--- src/rtl/seg_scan_disp_pkg.sv ---
// Shared constants for the scanned 4-digit BCD display.
// Holds the gfedcba segment patterns, the dp bit index and the digit-state type.
package seg_scan_disp_pkg;

    localparam logic [6:0] PAT_0 = 7'h3F;
    localparam logic [6:0] PAT_1 = 7'h06;
    localparam logic [6:0] PAT_2 = 7'h5B;
    localparam logic [6:0] PAT_3 = 7'h4F;
    localparam logic [6:0] PAT_4 = 7'h66;
    localparam logic [6:0] PAT_5 = 7'h6D;
    localparam logic [6:0] PAT_6 = 7'h7D;
    localparam logic [6:0] PAT_7 = 7'h07;
    localparam logic [6:0] PAT_8 = 7'h7F;
    localparam logic [6:0] PAT_9 = 7'h6F;

    localparam int DP_BIT = 7;

    typedef enum logic [1:0] {
        S0 = 2'd0,
        S1 = 2'd1,
        S2 = 2'd2,
        S3 = 2'd3
    } digit_t;

endpackage

--- src/rtl/seg7_dec.sv ---
// Combinational BCD to gfedcba decoder, active-high segments.
// Ports: bcd (digit code), blank (force all segments off), seg (g..a pattern).
module seg7_dec
    import seg_scan_disp_pkg::*;
(
    input  logic [3:0] bcd,
    input  logic       blank,
    output logic [6:0] seg
);

    always_comb begin
        seg = 7'h00;
        if (!blank) begin
            case (bcd)
                4'd0:    seg = PAT_0;
                4'd1:    seg = PAT_1;
                4'd2:    seg = PAT_2;
                4'd3:    seg = PAT_3;
                4'd4:    seg = PAT_4;
                4'd5:    seg = PAT_5;
                4'd6:    seg = PAT_6;
                4'd7:    seg = PAT_7;
                4'd8:    seg = PAT_8;
                4'd9:    seg = PAT_9;
                default: seg = 7'h00;
            endcase
        end
    end

endmodule

--- src/rtl/seg_scan_disp.sv ---
// 4-digit BCD up-counter with a multiplexed 7-segment display driver.
// Ports: clk, rst (sync, active-high), inc_en, clr, wei_clk (scan wave),
//        seg[7:0] (dp,g..a), wei[3:0] (digit select), count_bcd[15:0].
module seg_scan_disp
    import seg_scan_disp_pkg::*;
#(
    parameter int   BLANK_LZ = 1,
    parameter logic SEG_ON   = 1'b0
) (
    input  logic        clk,
    input  logic        rst,
    input  logic        inc_en,
    input  logic        clr,
    input  logic        wei_clk,
    output logic [7:0]  seg,
    output logic [3:0]  wei,
    output logic [15:0] count_bcd
);

    logic [15:0] count_q;
    logic [15:0] cnt_nxt;
    logic        carry;
    logic        prev_wk;
    logic        scan_ev;
    digit_t      state;
    digit_t      state_nxt;
    digit_t      disp;
    digit_t      disp_nxt;
    logic        live;
    logic        live_nxt;
    logic [3:0]  zero_up;
    logic [3:0]  sel_bcd;
    logic        blank;
    logic [6:0]  pat;
    logic [7:0]  seg_d;
    logic [3:0]  wei_d;

    assign count_bcd = count_q;
    assign scan_ev   = wei_clk & ~prev_wk;

    // Increment ripples through all four digits in one cycle.
    always_comb begin
        cnt_nxt = count_q;
        carry   = inc_en;
        if (clr) begin
            cnt_nxt = 16'h0000;
        end else begin
            for (int i = 0; i < 4; i++) begin
                if (carry) begin
                    if (count_q[4*i +: 4] >= 4'd9) begin
                        cnt_nxt[4*i +: 4] = 4'd0;
                    end else begin
                        cnt_nxt[4*i +: 4] = count_q[4*i +: 4] + 4'd1;
                        carry = 1'b0;
                    end
                end
            end
        end
    end

    always_comb begin
        state_nxt = state;
        if (scan_ev) begin
            case (state)
                S0:      state_nxt = S1;
                S1:      state_nxt = S2;
                S2:      state_nxt = S3;
                default: state_nxt = S0;
            endcase
        end
    end

    // A scan event latches the current state as the shown digit, so the
    // first event after reset shows digit 0. Until then the display is dark.
    assign disp_nxt = scan_ev ? state : disp;
    assign live_nxt = live | scan_ev;

    // zero_up[k]: digit k and every more-significant digit are zero.
    assign zero_up[3] = (count_q[15:12] == 4'd0);
    assign zero_up[2] = zero_up[3] && (count_q[11:8] == 4'd0);
    assign zero_up[1] = zero_up[2] && (count_q[7:4] == 4'd0);
    assign zero_up[0] = zero_up[1] && (count_q[3:0] == 4'd0);

    assign sel_bcd = count_q[{disp_nxt, 2'b00} +: 4];
    assign blank   = (BLANK_LZ != 0) && (disp_nxt != S0)
                     && zero_up[disp_nxt];

    seg7_dec u_dec (
        .bcd   (sel_bcd),
        .blank (blank),
        .seg   (pat)
    );

    always_comb begin
        seg_d = SEG_ON ? {1'b0, pat} : ~{1'b0, pat};
        seg_d[DP_BIT] = ~SEG_ON;
        wei_d = SEG_ON ? (4'b0001 << disp_nxt) : ~(4'b0001 << disp_nxt);
        if (!live_nxt) begin
            seg_d = {8{~SEG_ON}};
            wei_d = {4{~SEG_ON}};
        end
    end

    always_ff @(posedge clk) begin
        if (rst) begin
            state <= S0;
        end else begin
            state <= state_nxt;
        end
    end

    always_ff @(posedge clk) begin
        if (rst) begin
            count_q <= 16'h0000;
            prev_wk <= 1'b0;
            disp    <= S0;
            live    <= 1'b0;
            wei     <= {4{~SEG_ON}};
            seg     <= {8{~SEG_ON}};
        end else begin
            count_q <= cnt_nxt;
            prev_wk <= wei_clk;
            disp    <= disp_nxt;
            live    <= live_nxt;
            wei     <= wei_d;
            seg     <= seg_d;
        end
    end

endmodule

--- config.mk ---
export PLATFORM = sky130hd
export DESIGN_NAME = seg_scan_disp
export DESIGN_NICKNAME = d
export VERILOG_FILES = /design/src/rtl/seg_scan_disp_pkg.sv /design/src/rtl/seg7_dec.sv /design/src/rtl/seg_scan_disp.sv
export SDC_FILE = /design/constraint.sdc
export NUM_CORES = 1
export LEC_CHECK = 0
export ABC_AREA = 1
export CAP_MARGIN = 10
export CORE_MARGIN = 3
export CORE_UTILIZATION = 55
export CTS_BUF_LIST = sky130_fd_sc_hd__clkbuf_2 sky130_fd_sc_hd__clkbuf_4 sky130_fd_sc_hd__clkbuf_8
export CTS_CLUSTER_DIAMETER = 100
export DETAILED_ROUTE_END_ITERATION = 8
export GPL_TIMING_DRIVEN = 1
export PLACE_DENSITY = 0.82
export SYNTH_ARGS = -nofsm -noshare
export SYNTH_HDL_FRONTEND = slang
export SYNTH_HIERARCHICAL = 1
export SYNTH_SLANG_ARGS = --single-unit
--- constraint.sdc ---
create_clock -name clk -period 2.4 [get_ports clk]
set_input_delay 0.48 -clock clk [delete_from_list [all_inputs] [get_ports clk]]
set_output_delay 0.48 -clock clk [all_outputs]
set_load 0.01 [all_outputs]
==> run metrics <==
fraction of registers with async set/reset 0%; post-cts resize count 0; Layout fillers between 200 and 300; Synth area leaders dfxtp_1, ha_1, nand2_1; Clk network pwr share approximately 30%; Leak Pwr between 1 and 1.5 nW; #FFs+latches synth 33; largest net degree at the start of global routing 14; setup TNS 0 ns; worst r2r dst seg[3]; combinational share of power between 10% and 20%; via count approximately 1700; Overall Global Routing Usage 19.4%; Clock Skew ~0.010 ns; initial antenna violation count 0; Routed Antenna Nets 0; Hold Slack between 0.5 and 0.6 ns; slowest library cell on the worst path clkdlybuf4s50_1; final RePlAce weighted congestion around 0.9; Hold Crit Class flop to flop; Crit Path Category input port to flop; sequential area share after synthesis between 30% and 40%; final core occ 72.9%; fmax 462 MHz; Syn Nets roughly 290; Final Non-Filler Cells between 300 and 400; Syn Area/Cell 7.67 um2; drt drc 0; Startpoint Class input port; CTS tree done; Worst Hold End count_bcd[7]; drt pass-1 iters 4; post-route design area ~2500 um2; Worst Hold Depth 2; DR WL/cell 10.7 um; unrepaired setup endpoints after global routing no; die height about 66 um; DR iter-0 viols 80; total grt overflow 0; core region area 3420 um2; vias per inst 4.73; met3 wire length roughly 150 um; layout cells sized above 1 between 20 and 25%; register share of total power 54.1%; min-delay src count_bcd[5]; worst r2r src prev_wk; effective utilization at floorplan between 50% and 60%; final net count approximately 340; Max FO, Critical Path 9; Layout area overhead 23.9%; Worst setup EP type flop; I/O pin cnt 33; placed inst area roughly 2400 um2; most used cell along the critical path nand2_1; ant diodes 0; Psw 0.295 mW; fin worst setup slack ~0.23 ns; Bufs and invs on worst path 5; Clk pin slew, worst setup/hold paths approximately 0.10 ns; highest metal used met4; critical path's largest stage delay around 0.54 ns; routed length on met1 roughly 1800 um; ratio of total power to cell area between 400 and 500 nW/um2; met2 WL about 1800 um; number of H-tree levels 2; Synth Flop Type dfxtp_1; die area roughly 4400 um2; Power Total ~1.1 mW; pre-CTS WS -0.128 ns; port bufs 31; CP Data Required Time 2.63 ns; number of flops mapped to enable cells by yosys 0; area leader, netlist dfxtp_1; Ys Warns 6; R2R depth 15; final hold vios 0; commonest cells in the netlist nand2_1, nor2_1, dfxtp_1, inv_1, ha_1; Root Driver clkbuf_4; DPL Wire Length slightly below 3000 um; outcome completed; crit path DAT around 2.4 ns; WL final between 3000 and 4000 um; Site Rows 21; period utilization between 90% and 100%; Distinct cells, synth 33; first-pass GRT wire length ~6700 um; CTS Hold Bufs 0; Net Sw Frac 27.6%; worst vdd ir between 0.15 and 0.2 mV; Int Power slightly below 0.8 mW; most common cell in the netlist nand2_1; crit-path cells clkdlybuf4s50_1 -> inv_2 -> nor2_4 -> nand2_2 -> nand2_4 -> inv_2 -> nor2_2 -> nand2_1 -> nand3_2 -> inv_1 -> ha_1 -> nand2_1 -> inv_1 -> nor2_1 -> nor2_1 -> nand2_1; top cell family by delay on the critical path simple AND/OR/NAND/NOR gates; Tmin final approximately 2.2 ns; max_cap viols 0; CTS buffer count 5; Setup Fix Bufs, Post-CTS 0; Clock Latency Late Sink 0.34 ns; CTS Buffer Depth 2; cell count after synthesis roughly 260; worst reg-to-reg setup slack approximately 0.5 ns; placed cell count ~350; clock sink count 33; setup violators final 0; Yosys top cell area share 32.9%; vias in the first global route between 1500 and 2000; Slew Viols, Final 0; Die Wd ~66 um; Mapped Area approximately 2000 um2
[per-layer routing]
layer | up-vias | track usage (%)
met3 | 8 | 4.38
met4 | 0 | 9.14
li1 | 903 | -
met2 | 34 | 31.6
met1 | 744 | 24.2
met5 | - | 0
[how the worst max path moves through the flow]
stage	from	cells after the start	end
after floorplan	wei_clk	16	seg[3]
after global placement	wei_clk	16	seg[3]
after detailed placement	wei_clk	16	seg[3]
after CTS	wei_clk	16	seg[3]
after global routing	wei_clk	16	seg[3]
final	wei_clk	16	seg[3]
[layout make-up]
type | instances | area [um2] | area share [%]
timing repair buffer | 45 | 415 | 16.7
sequential | 33 | 661 | 26.5
multi-input combinational | 186 | 1150 | 46.4
clock buffer | 6 | 45.0 | 1.81
tap | 46 | 57.6 | 2.31
inverter | 39 | 148 | 5.93
clock inverter | 2 | 10.0 | 0.402
[cell families after synthesis]
family,after synthesis,synth area share [%]
fa+ha+maj,24,14.9
mux,1,0.498
buf+inv,43,9.71
flops,33,32.9
compound gates,28,9.02
other cells,1,0.187
simple gates,128,31.1
xor+xnor,4,1.74
[power by group through the flow]
stage | logic [mW] | registers (mW) | clock network (mW)
detailed placement | 0.177 | 0.590 | 0
global placement | 0.174 | 0.590 | 0
global route | 0.201 | 0.580 | 0.345
CTS | 0.178 | 0.578 | 0.322
finish | 0.177 | 0.578 | 0.312
floorplan | 0.106 | 0.596 | 0
[tightest hold or removal path, delay by kind of cell (launching register included)]
kind | cells | cell delay [ns]
flip-flops | 1 | 0.37
AND/OR/NAND/NOR | 1 | 0.10
AO/OA/AOI/OAI | 1 | 0.05
[state kept, by name, indices dropped and copies added (netlist names)]
register and cells:
disp 2, prev_wk 1, state 2, seg 7, wei 4, count_bcd 16
live 1
[cells in the final DEF (no fill, tap or decap), types with 4 or more instances in the layout]
cell type | synthesis | final
o21ai_2 | 5 | 5
nand2_2 | 10 | 10
inv_1 | 30 | 30
clkdlybuf4s50_1 | 0 | 31
ha_1 | 24 | 24
buf_4 | 1 | 14
nand3_1 | 7 | 7
nand3_2 | 5 | 5
clkbuf_4 | 0 | 6
nand2_4 | 4 | 4
o21ai_0 | 6 | 6
nor2_1 | 35 | 35
xor2_1 | 4 | 4
dfxtp_1 | 33 | 33
nand2_1 | 54 | 54
inv_2 | 8 | 8
a21oi_1 | 10 | 10
(Power assumes the default switching activity.)
